**src/rtl/uart_tx.sv**
```systemverilog
// UART transmitter: 8N1 framing fed from a small byte FIFO.
// The bit period is fixed at elaboration from the CLOCK (MHz) and BAUD parameters.
module uart_tx #(
    parameter int CLOCK      = 50,
    parameter int BAUD       = 115200,
    parameter int FIFO_DEPTH = 4
) (
    input  logic                          clk,
    input  logic                          rst_n,
    input  logic [7:0]                    tx_data,
    input  logic                          tx_valid,
    output logic                          tx_ready,
    output logic                          txd,
    output logic                          busy,
    output logic [$clog2(FIFO_DEPTH):0]   fifo_count
);

    localparam int DIV     = (CLOCK * 1000000) / BAUD;
    localparam int CNT_W   = (DIV > 1) ? $clog2(DIV) : 1;
    localparam int PTR_W   = $clog2(FIFO_DEPTH);
    localparam int COUNT_W = PTR_W + 1;

    localparam logic [CNT_W-1:0]   BAUD_LAST  = CNT_W'(DIV - 1);
    localparam logic [COUNT_W-1:0] COUNT_FULL = COUNT_W'(FIFO_DEPTH);

    localparam logic [1:0] IDLE  = 2'd0;
    localparam logic [1:0] START = 2'd1;
    localparam logic [1:0] DATA  = 2'd2;
    localparam logic [1:0] STOP  = 2'd3;

    logic [1:0]         state_q, state_d;
    logic [CNT_W-1:0]   baud_q, baud_d;
    logic [2:0]         bit_q, bit_d;
    logic [7:0]         data_q, data_d;
    logic               txd_q, txd_d;
    logic [PTR_W-1:0]   wr_ptr_q, wr_ptr_d;
    logic [PTR_W-1:0]   rd_ptr_q, rd_ptr_d;
    logic [COUNT_W-1:0] count_q, count_d;
    logic               ready_q, ready_d;
    logic               busy_q, busy_d;
    logic [7:0]         mem_q [FIFO_DEPTH];
    logic [7:0]         mem_d [FIFO_DEPTH];

    logic push_s;
    logic pop_s;
    logic tick_s;
    logic empty_s;

    // Frame sequencer: pops the FIFO head and walks start, data and stop bits.
    always_comb begin
        push_s  = tx_valid && ready_q;
        tick_s  = (baud_q == BAUD_LAST);
        empty_s = (count_q == COUNT_W'(0));
        pop_s   = 1'b0;
        state_d = state_q;
        baud_d  = baud_q;
        bit_d   = bit_q;
        data_d  = data_q;
        txd_d   = txd_q;
        case (state_q)
            IDLE: begin
                baud_d = CNT_W'(0);
                bit_d  = 3'd0;
                if (!empty_s) begin
                    pop_s   = 1'b1;
                    data_d  = mem_q[rd_ptr_q];
                    state_d = START;
                    txd_d   = 1'b0;
                end else begin
                    state_d = IDLE;
                    txd_d   = 1'b1;
                end
            end
            START: begin
                if (tick_s) begin
                    baud_d  = CNT_W'(0);
                    bit_d   = 3'd0;
                    state_d = DATA;
                    txd_d   = data_q[0];
                end else begin
                    baud_d = baud_q + CNT_W'(1);
                end
            end
            DATA: begin
                if (tick_s) begin
                    baud_d = CNT_W'(0);
                    if (bit_q == 3'd7) begin
                        bit_d   = 3'd0;
                        state_d = STOP;
                        txd_d   = 1'b1;
                    end else begin
                        bit_d = bit_q + 3'd1;
                        txd_d = data_q[bit_d];
                    end
                end else begin
                    baud_d = baud_q + CNT_W'(1);
                end
            end
            STOP: begin
                if (tick_s) begin
                    baud_d = CNT_W'(0);
                    bit_d  = 3'd0;
                    // Chain straight into the next frame so there is no idle gap.
                    if (!empty_s) begin
                        pop_s   = 1'b1;
                        data_d  = mem_q[rd_ptr_q];
                        state_d = START;
                        txd_d   = 1'b0;
                    end else begin
                        state_d = IDLE;
                        txd_d   = 1'b1;
                    end
                end else begin
                    baud_d = baud_q + CNT_W'(1);
                end
            end
            default: begin
                state_d = IDLE;
                baud_d  = CNT_W'(0);
                bit_d   = 3'd0;
                txd_d   = 1'b1;
            end
        endcase
    end

    // FIFO bookkeeping; ready and busy are precomputed so outputs come straight from flops.
    always_comb begin
        mem_d = mem_q;
        for (int i = 0; i < FIFO_DEPTH; i++) begin
            if (push_s && (wr_ptr_q == PTR_W'(i))) begin
                mem_d[i] = tx_data;
            end else begin
                mem_d[i] = mem_q[i];
            end
        end
        if (push_s) begin
            wr_ptr_d = wr_ptr_q + PTR_W'(1);
        end else begin
            wr_ptr_d = wr_ptr_q;
        end
        if (pop_s) begin
            rd_ptr_d = rd_ptr_q + PTR_W'(1);
        end else begin
            rd_ptr_d = rd_ptr_q;
        end
        case ({push_s, pop_s})
            2'b10:   count_d = count_q + COUNT_W'(1);
            2'b01:   count_d = count_q - COUNT_W'(1);
            default: count_d = count_q;
        endcase
        ready_d = (count_d != COUNT_FULL);
        busy_d  = (state_d != IDLE) || (count_d != COUNT_W'(0));
    end

    // State registers with synchronous active-low reset that aborts any frame and flushes the FIFO.
    always_ff @(posedge clk) begin
        if (!rst_n) begin
            state_q  <= IDLE;
            baud_q   <= CNT_W'(0);
            bit_q    <= 3'd0;
            data_q   <= 8'h00;
            txd_q    <= 1'b1;
            wr_ptr_q <= PTR_W'(0);
            rd_ptr_q <= PTR_W'(0);
            count_q  <= COUNT_W'(0);
            ready_q  <= 1'b1;
            busy_q   <= 1'b0;
            mem_q    <= '{default: 8'h00};
        end else begin
            state_q  <= state_d;
            baud_q   <= baud_d;
            bit_q    <= bit_d;
            data_q   <= data_d;
            txd_q    <= txd_d;
            wr_ptr_q <= wr_ptr_d;
            rd_ptr_q <= rd_ptr_d;
            count_q  <= count_d;
            ready_q  <= ready_d;
            busy_q   <= busy_d;
            mem_q    <= mem_d;
        end
    end

    assign txd        = txd_q;
    assign tx_ready   = ready_q;
    assign busy       = busy_q;
    assign fifo_count = count_q;

endmodule

```
**config.mk**
```make
export PLATFORM = sky130hd
export DESIGN_NAME = uart_tx
export DESIGN_NICKNAME = d
export VERILOG_FILES = /design/src/rtl/uart_tx.sv
export SDC_FILE = /design/constraint.sdc
export NUM_CORES = 1
export LEC_CHECK = 0
export CAP_MARGIN = 20
export CORE_AREA = 2 2 82 92
export DETAILED_ROUTE_END_ITERATION = 16
export DIE_AREA = 0 0 84 94
export GPL_TIMING_DRIVEN = 0
export PLACE_DENSITY = 0.65
export SYNTH_ARGS = -nofsm -noshare
export SYNTH_HDL_FRONTEND = slang
export SYNTH_SLANG_ARGS = --single-unit
```
**constraint.sdc**
```tcl
create_clock -name clk -period 4.2 [get_ports clk]
set_input_delay 0.84 -clock clk [delete_from_list [all_inputs] [get_ports clk]]
set_output_delay 0.84 -clock clk [all_outputs]
set_load 0.02 [all_outputs]
```
# Word-level counts from Yosys, hierarchy flattened
# Index checks and enable logic that the tools add are counted.
dict set report word_totals {
  ff_bits 64
  latch_bits 0
  ram_bits 0
  mem_bits_ro 0
  output_inout_bits 6
  elab_cells 85
  memories 0
}
dict set report classes {
  addsub 6
  n_mul 0
  n_div 0
  n_lt_le_gt_ge 2
  n_eq_ne 15
  shifts 0
  muxes 30
  bitwise_logic 1
  reduce_logical 17
}
# operator count
set ops {}
lappend ops {{$mux 8} 4}
lappend ops {{$pmux 9 s2} 1}
lappend ops {{$bmux 8 s2} 1}
lappend ops {{$pmux 8 s2} 1}
lappend ops {{$eq 2x2->1 const B} 5}
lappend ops {{$add 9x1->9 const B} 1}
lappend ops {{$eq 9x9->1 const B} 1}
lappend ops {{$mux 1} 9}
lappend ops {{$mux 3} 3}
lappend ops {{$mux 9} 1}
lappend ops {{$pmux 3 s3} 1}
lappend ops {{$mux 2} 4}
lappend ops {{$pmux 2 s4} 1}
lappend ops {{$add 3x1->3 const B} 2}
lappend ops {{$eq 2x1->1 const B} 3}
lappend ops {{$ne 2x2->1 const B} 3}
lappend ops {{$pmux 3 s2} 1}
lappend ops {{$logic_and 1x1->1} 5}
lappend ops {{$add 2x1->2 const B} 2}
lappend ops {{$logic_not 2->1} 2}
lappend ops {{$lt 3x4->1 const B} 1}
lappend ops {{$pmux 1 s4} 1}
lappend ops {{$reduce_and 2->1} 2}
lappend ops {{$reduce_bool 2->1} 2}
lappend ops {{other kinds (14)} 14}

# Longest topological paths before layout
# Gate-level depths: netlist of the first run.
dict set report depth {
  ltp_word 8
  mapped_depth 13
  ltp_nobuf 12
}

# Least setup slack after synthesis of the first run
# Ideal clock, no wire load.
dict set report synth_timing {
  path_type {flip-flop to flip-flop}
  from {register state_q[0]}
  to {register busy_q, in the netlist busy}
  t_arrival_ps 2660
  required_time_ps 4076
  setup_slack_ps 1416
  path_stages_with_launch 12
  n_path_buf 1
  synth_period_minus_slack_ps 2784
  path_cell_list {dfxtp_1 -> inv_1 -> ha_1 -> or2_2 -> clkbuf_1 -> nor2_1 -> ha_1 -> inv_1 -> fa_1 -> nor2b_1 -> a21oi_1 -> a2111o_1}
}
dict set report synth_via {
  elab_chain_cells 6
  elab_cells_between_ends 16
  classes_between {eq/ne (5); mux (7); reduce/logical (4)}
}
# element line
set synth_lines {}
lappend synth_lines {{start: declaration} 31} ;# logic [1:0] state_q, state_d;
lappend synth_lines {{start signal: assignment} 170} ;# state_q <= state_d;
lappend synth_lines {{$eq 2x2->1 or $logic_not 2->1 (tied branches)} 60} ;# case (state_q)
lappend synth_lines {{$pmux 1 s2 (*)} 60}
lappend synth_lines {{named net pop_s} 45} ;# logic pop_s;
lappend synth_lines {{$eq 2x1->1 or $eq 2x2->1 (tied branches)} 146} ;# case ({push_s, pop_s})
lappend synth_lines {{$pmux 3 s2 (*)} 146}
lappend synth_lines {{$reduce_bool 3->1 (*)} 152} ;# busy_d = (state_d != IDLE) || (count_d != COUNT_W'(0));
lappend synth_lines {{$logic_or 1x1->1 (*)} 152}
lappend synth_lines {{end signal: assignment} 179} ;# busy_q <= busy_d;
lappend synth_lines {{end: declaration} 40} ;# logic busy_q, busy_d;
# Mark *: on every way through the listed nets, which the timed path passes. The rest lies on a longest branch.
# A chain may end at the register's enable or synchronous reset.

# Final worst setup path of the first run
dict set report layout_timing {
  from {register state_q[0]}
  to {register ready_q, in the netlist tx_ready}
}
dict set report layout_via {
  elab_chain_cells 5
  elab_cells_between_ends 7
  classes_between {eq/ne (4); mux (2); reduce/logical (1)}
}
# element line
set layout_lines {}
lappend layout_lines {{$eq 2x2->1 or $logic_not 2->1 (tied branches)} 60}
lappend layout_lines {{$pmux 1 s2 (*)} 60}
lappend layout_lines {{named net pop_s} 45}
lappend layout_lines {{$eq 2x1->1 or $eq 2x2->1 (tied branches)} 146}
lappend layout_lines {{$pmux 3 s2 (*)} 146}
lappend layout_lines {{$ne 3x3->1 (*)} 151} ;# ready_d = (count_d != COUNT_FULL);
lappend layout_lines {{end signal: assignment} 178} ;# ready_q <= ready_d;
lappend layout_lines {{end: declaration} 39} ;# logic ready_q, ready_d;
# Marked as above.

==> metrics.txt, run 1 <==
result of the run finished clean; post-route antenna net violation count 0; Die Ht 94 um; period utilization 74.0%; Post-Syn Nets 365; Ports 17; maximum clock frequency 0.322 GHz; CTS tree done; Initial Util approximately 43%; vias in the first global route 2504; num rows 32; worst-case clock buffer depth 2; TNS Setup 0 ps; crit end category register; Core Footprint 0.00693 mm^2; Worst-path clk slew 70 ps; Root Driver clkbuf_8; H-Tree Level Count 3; Final nets 391; WS Path Type reg -> reg; Max IR drop VDD 211 uV; post-DR vias/cell 5.47; share of post-route cells with drive strength above 1 7.61%; Hold Violations, Final 0; post-cts repair resize count 0; slowest CP cell dfxtp_1; DR DRC count 0; worst reg2reg path depth 12; CTS buffer count 9; post-route cell area around 0.0034 mm^2; EDFF count, synth 0; initial antenna violation count 0; largest net degree at the start of global routing 11; syn_area_per_cell between 8 and 9 um^2; Total GRT Usage about a fifth; Area growth syn-to-layout 13.7%; routability cong. 0.849; synthesized area about 0.0030 mm^2; Routed WL 6830 um; Synth area leader dfxtp_1; Max Clock Skew 6.55 ps; CP Launch Type register; commonest non-fill, non-tap cell in the layout dfxtp_1; Seq/Total Area, Yosys 42.8%; hold path depth 2; r2r setup slk 1090 ps; routed len/inst 15.1 um; hpwl dp around 4800 um; die area 0.00790 mm^2; Synth top area share 42.8%; Hold Buf Count CTS 0; Post-synth ARST share 0%; Post-CTS Setup Bufs 0; Skew-Pair Late Insertion Delay roughly 340 ps; Data arrival, critical path 3330 ps; Hold WC Path Type reg -> reg; clock sink count 64; number of synthesized register bits between 60 and 70; slew margin rel. 58.7%; most frequent cells in the layout dfxtp_1, a21oi_1, nand3_1, nand2_1, nor2_1; Pleak 1.17 nW; DRT Pass-1 Iters 4; hold slack final 452 ps; synth warn 0; CP max FO 10; Multi-input gate area 0.00156 mm^2; die width 84 um; Post-synth top flop dfxtp_1; worst slew pin tran 620 ps; min cycle time layout between 3000 and 4000 ps; post-synthesis cell count roughly 340; n_diodes 0; max_cap viols 0; # fillers 716; Port Buffers 15; DR vias 2478; Synth area leaders dfxtp_1, a21oi_1, nand3_1; Setup-failing EPs final 0; DRT iter0 DRCs approximately 130; Power Density 516 mW/mm^2; global-route wire length before repair 11800 um; placed cell areas 0.00325 mm^2; library cells used by synthesis between 40 and 50; RSZ-0062 raised after global routing no; max incr delay on CP 390 ps; Seq. cell area 0.00128 mm^2; grt ovf 0; fin. max-slew vios 0; Crit path required time approximately 4400 ps; worst path cell trace inv_1 -> ha_1 -> or2_2 -> clkbuf_1 -> nor2_1 -> ha_1 -> inv_1 -> fa_1 -> xor2_1 -> or3_1 -> a21oi_1 -> nand2b_1
[routing by layer]
metal / vias up / global-route usage [%] / share of wire, %
met5: - / 0 / 0
met1: 1178 / 23.4 / 44
li1: 1244 / - / -
met4: 0 / 6.99 / 1.5
met3: 12 / 3.43 / 3.1
met2: 44 / 33.0 / 51
[state kept, by name, indices dropped and copies added, names as in the netlist]
register    cells
wr_ptr_q        2
bit_q           3
fifo_count      3
baud_q          9
state_q         2
busy            1
txd             1
rd_ptr_q        2
data_q          8
mem_q          32
tx_ready        1
[final cells by class]
type	instances	share of cell area [%]
buffer	20	2.79
clock buffer	13	4.38
clock inverter	1	0.147
inverter	14	1.54
multi-input combinational	241	46.0
sequential	64	37.6
tap	85	3.13
timing repair buffer	15	4.41
[Yosys cell counts, drive strengths merged, types with 2 or more instances]
cell / number
or4: 2
ha: 14
nand3: 46
a31oi: 2
mux4: 9
xor2: 3
inv: 14
nand4: 2
buf: 7
xnor2: 7
mux2i: 3
o21ai: 10
nand2b: 4
dfxtp: 64
nand2: 44
nor3: 2
nor2: 21
a21oi: 49
a21boi: 2
or3: 3
clkbuf: 13
[critical path: cells and delay by family (launching register included)]
kind	cells	cell delay, ps
AOI/OAI and AO/OA	1	250
xor gates and xnor gates	1	150
adders and majority gates	3	900
buffers and inverters	3	390
DFF	1	390
and+or+nand+nor	4	910
[worst paths after layout]
check / from / end
max: state_q[0]$_SDFF_PN0_ / tx_ready$_SDFF_PN1_
min: mem_q[23]$_SDFFE_PN0P_ / mem_q[23]$_SDFFE_PN0P_
max reg2reg: state_q[0]$_SDFF_PN0_ / tx_ready$_SDFF_PN1_
min reg2reg: mem_q[23]$_SDFFE_PN0P_ / mem_q[23]$_SDFFE_PN0P_
[stage by stage]
| step | worst slack [ps] | cells | util (%) | power, mW |
|---|---|---|---|---|
| after floorplan | 1420 | 339 | - | 1.15 |
| after global placement | 859 | 439 | 46.9 | 1.31 |
| after detailed placement | 827 | 439 | 46.9 | 1.32 |
| after CTS | 1050 | 453 | 49.1 | 1.77 |
| after global routing | 855 | 453 | 49.1 | 1.88 |
| final | 1090 | 453 | 49.1 | 1.75 |
[cells by family (layout without fill, tap and decap cells)]
logic type / after synthesis / in the layout / share of synthesized area [%]
adders and majority gates: 15 / 15 / 6.52
muxes: 12 / 12 / 7.78
DFF: 64 / 64 / 42.8
buffers and inverters: 34 / 63 / 4.93
AOI/OAI and AO/OA: 73 / 73 / 14.3
and+or+nand+nor: 131 / 131 / 20.8
xor gates and xnor gates: 10 / 10 / 2.93
[where the power goes]
part	switching [mW]	total [mW]	internal (mW)
Sequential	0.0478	0.729	0.681
Clock	0.222	0.446	0.224
Combinational	0.346	0.580	0.233
Total	0.616	1.75	1.14
Note: power is estimated with default switching activity, not from simulation.
==> run 2: changes to the inputs <==
==> constraint.sdc (replaced) <==
create_clock -name clk -period 2.89 [get_ports clk]
set_input_delay 0.578 -clock clk [delete_from_list [all_inputs] [get_ports clk]]
set_output_delay 0.578 -clock clk [all_outputs]
set_load 0.02 [all_outputs]
==> run 2 against run 1 <==
Global-route usage shrank 0.056 points. Power is 47% higher. Sequential cell count unchanged. Core utilization rose by 0.22 points. Clock skew barely moved. Sequential power is 45% higher. Combinational power up 49%. Wire length rose by 0.70%. Cell count shrank 0.22%. Critical path depth fell by 1. Via count is 0.44% lower. Count of clock-buffer cells in the layout stayed put. Critical path type unchanged.
==> metrics.txt, run 2 (synthesis gave the netlist of run 1 again) <==
result of the run finished clean; Buf+Inv Stages, Crit Path 2; Setup-failing EPs final 0; clock sink count 64; period utilization around 94%; cell family with most CP delay adder cells; GR peak layer met2; Layout Cells excl Fill 452; n_diodes 0; vias in the first global route ~2500; CTS buffer count 9; dpl cells between 400 and 500; Worst-path clk slew approximately 70 ps; DR DRC count 0; Internal 1.67 mW; total power approximately 2.6 mW; sequential power share 41.3%; num rows 32; share of post-route cells with drive strength above 1 9.26%; Max IR drop VDD 308 uV; Critical Path Source state_q[0]$_SDFF_PN0_; post-DR vias/cell 5.46; crit end category register; CP Launch Type register; Data arrival, critical path 2940 ps; CP max FO 14; number of flip-flops in the largest register 32; Hold WC Path Type reg -> reg; Initial Util 43.2%; hpwl dp around 4800 um; hold slack final 453 ps; WS Path Type reg -> reg; Pleak 1.17 nW; largest net degree at the start of global routing 15; Root Driver clkbuf_8; Worst Min Path Start mem_q[20]$_SDFFE_PN0P_; CTS tree done; Power Density 753 mW/mm^2; DRT iter0 DRCs 102; min cycle time layout 2720 ps; max incr delay on CP 370 ps; post-route antenna net violation count 0; Crit path required time 3120 ps; Area growth syn-to-layout 14.2%; DR vias 2467; Largest regs mem_q x32, baud_q x9, data_q x8; met1 Use GR between 20% and 30%; Total GRT Usage between 10% and 20%; Skew-Pair Late Insertion Delay 340 ps; slowest CP cell fa_1; most frequent cells in the layout dfxtp_1, a21oi_1, nand3_1, nand2_1, nor2_1; Clk pwr share 25.1%; worst path cell trace inv_1 -> ha_1 -> or2_4 -> nor2_1 -> ha_1 -> inv_1 -> fa_1 -> xor2_1 -> or3_1 -> a21oi_2 -> nand2b_1; post-route cell area 0.00342 mm^2; routability cong. roughly 0.85; Hold Buf Count CTS 0; Multi-input gate area 0.00158 mm^2; Max Clock Skew 6.19 ps; GR Util met2 around a third; NetSw 0.903 mW; met3 GRT Util 3.43%; worst slew pin tran just over 600 ps; initial antenna violation count 0; slew margin rel. around three fifths; max_cap viols 0; logic gate share of total power between 30% and 40%; placed cell areas 0.00325 mm^2; Routed WL about 6900 um; Final nets 390; Port Buffers 15; routed len/inst roughly 15 um; RSZ-0062 raised after global routing no; maximum clock frequency between 0.3 and 0.4 GHz; Die Ht between 90 and 100 um; Core Footprint around 0.0069 mm^2; Biggest register mem_q; die area 0.00790 mm^2; fin. max-slew vios 0; die width 84 um; Ports 17; switch share roughly a third; worst-case clock buffer depth 2; Hold Violations, Final 0; # fillers between 700 and 800; grt ovf 0; Post-CTS Setup Bufs 0; reg2reg start state_q[0]$_SDFF_PN0_; H-Tree Level Count 3; DRT Pass-1 Iters 4; commonest non-fill, non-tap cell in the layout dfxtp_1; Seq. cell area 0.00128 mm^2; Layout Utilization 49.3%; global-route wire length before repair 11800 um
==> run 2: cell types whose count changed in the layout (fill, tap and decap cells not counted), sizes merged <==
| cell | change |
|---|---|
| clkbuf | -1 |
==> run 2: metrics by stage <==
step,setup slack [ps],setup TNS [ps]
after global routing,8.89,0
after global placement,-212,-429
after floorplan,106,0
after detailed placement,-236,-536
after CTS,71.3,0
final,171,0
==> run 2: what timing repair did <==
item	CTS	global route
resized for setup	2	5
cloned	0	0
setup endpoints to repair	3	2
pin swaps	0	1
==> run 2: path summary, 6_finish.rpt <==
check	to	depth (start not counted)	slack, ps
max	tx_ready$_SDFF_PN1_	11	170
min	mem_q[20]$_SDFFE_PN0P_	2	450
max reg2reg	tx_ready$_SDFF_PN1_	11	170
min reg2reg	mem_q[20]$_SDFFE_PN0P_	2	450
==> run 2: power groups by stage <==
stage | Sequential, mW | Clock, mW | Combinational (mW)
5_1_grt | 1.08 | 0.698 | 0.968
3_3_place_gp | 1.08 | 0 | 0.832
6_report | 1.06 | 0.646 | 0.866
4_1_cts | 1.06 | 0.660 | 0.856
3_5_place_dp | 1.08 | 0 | 0.846
2_1_floorplan | 1.11 | 0 | 0.564
==> run 2: worst min-delay path, delay by kind of cell (launching register included) <==
family | cells | cell delay (ps)
compound gates | 1 | 50
flops | 1 | 310
simple gates | 1 | 50
==> run 2: layout make-up <==
class | instances | share of cell area [%]
Sequential cell | 64 | 37.6
Multi-Input combinational cell | 241 | 46.2
Clock inverter | 1 | 0.146
Clock buffer | 13 | 4.36
Inverter | 14 | 1.54
Timing Repair Buffer | 15 | 4.39
Buffer | 19 | 2.67
Tap cell | 85 | 3.11
==> run 2: per-layer routing <==
metal  part of all wire (%)  up-vias
met2                     51       47
met5                      0        -
met3                    3.3       10
met4                    1.4        0
li1                       -     1237
met1                     45     1173
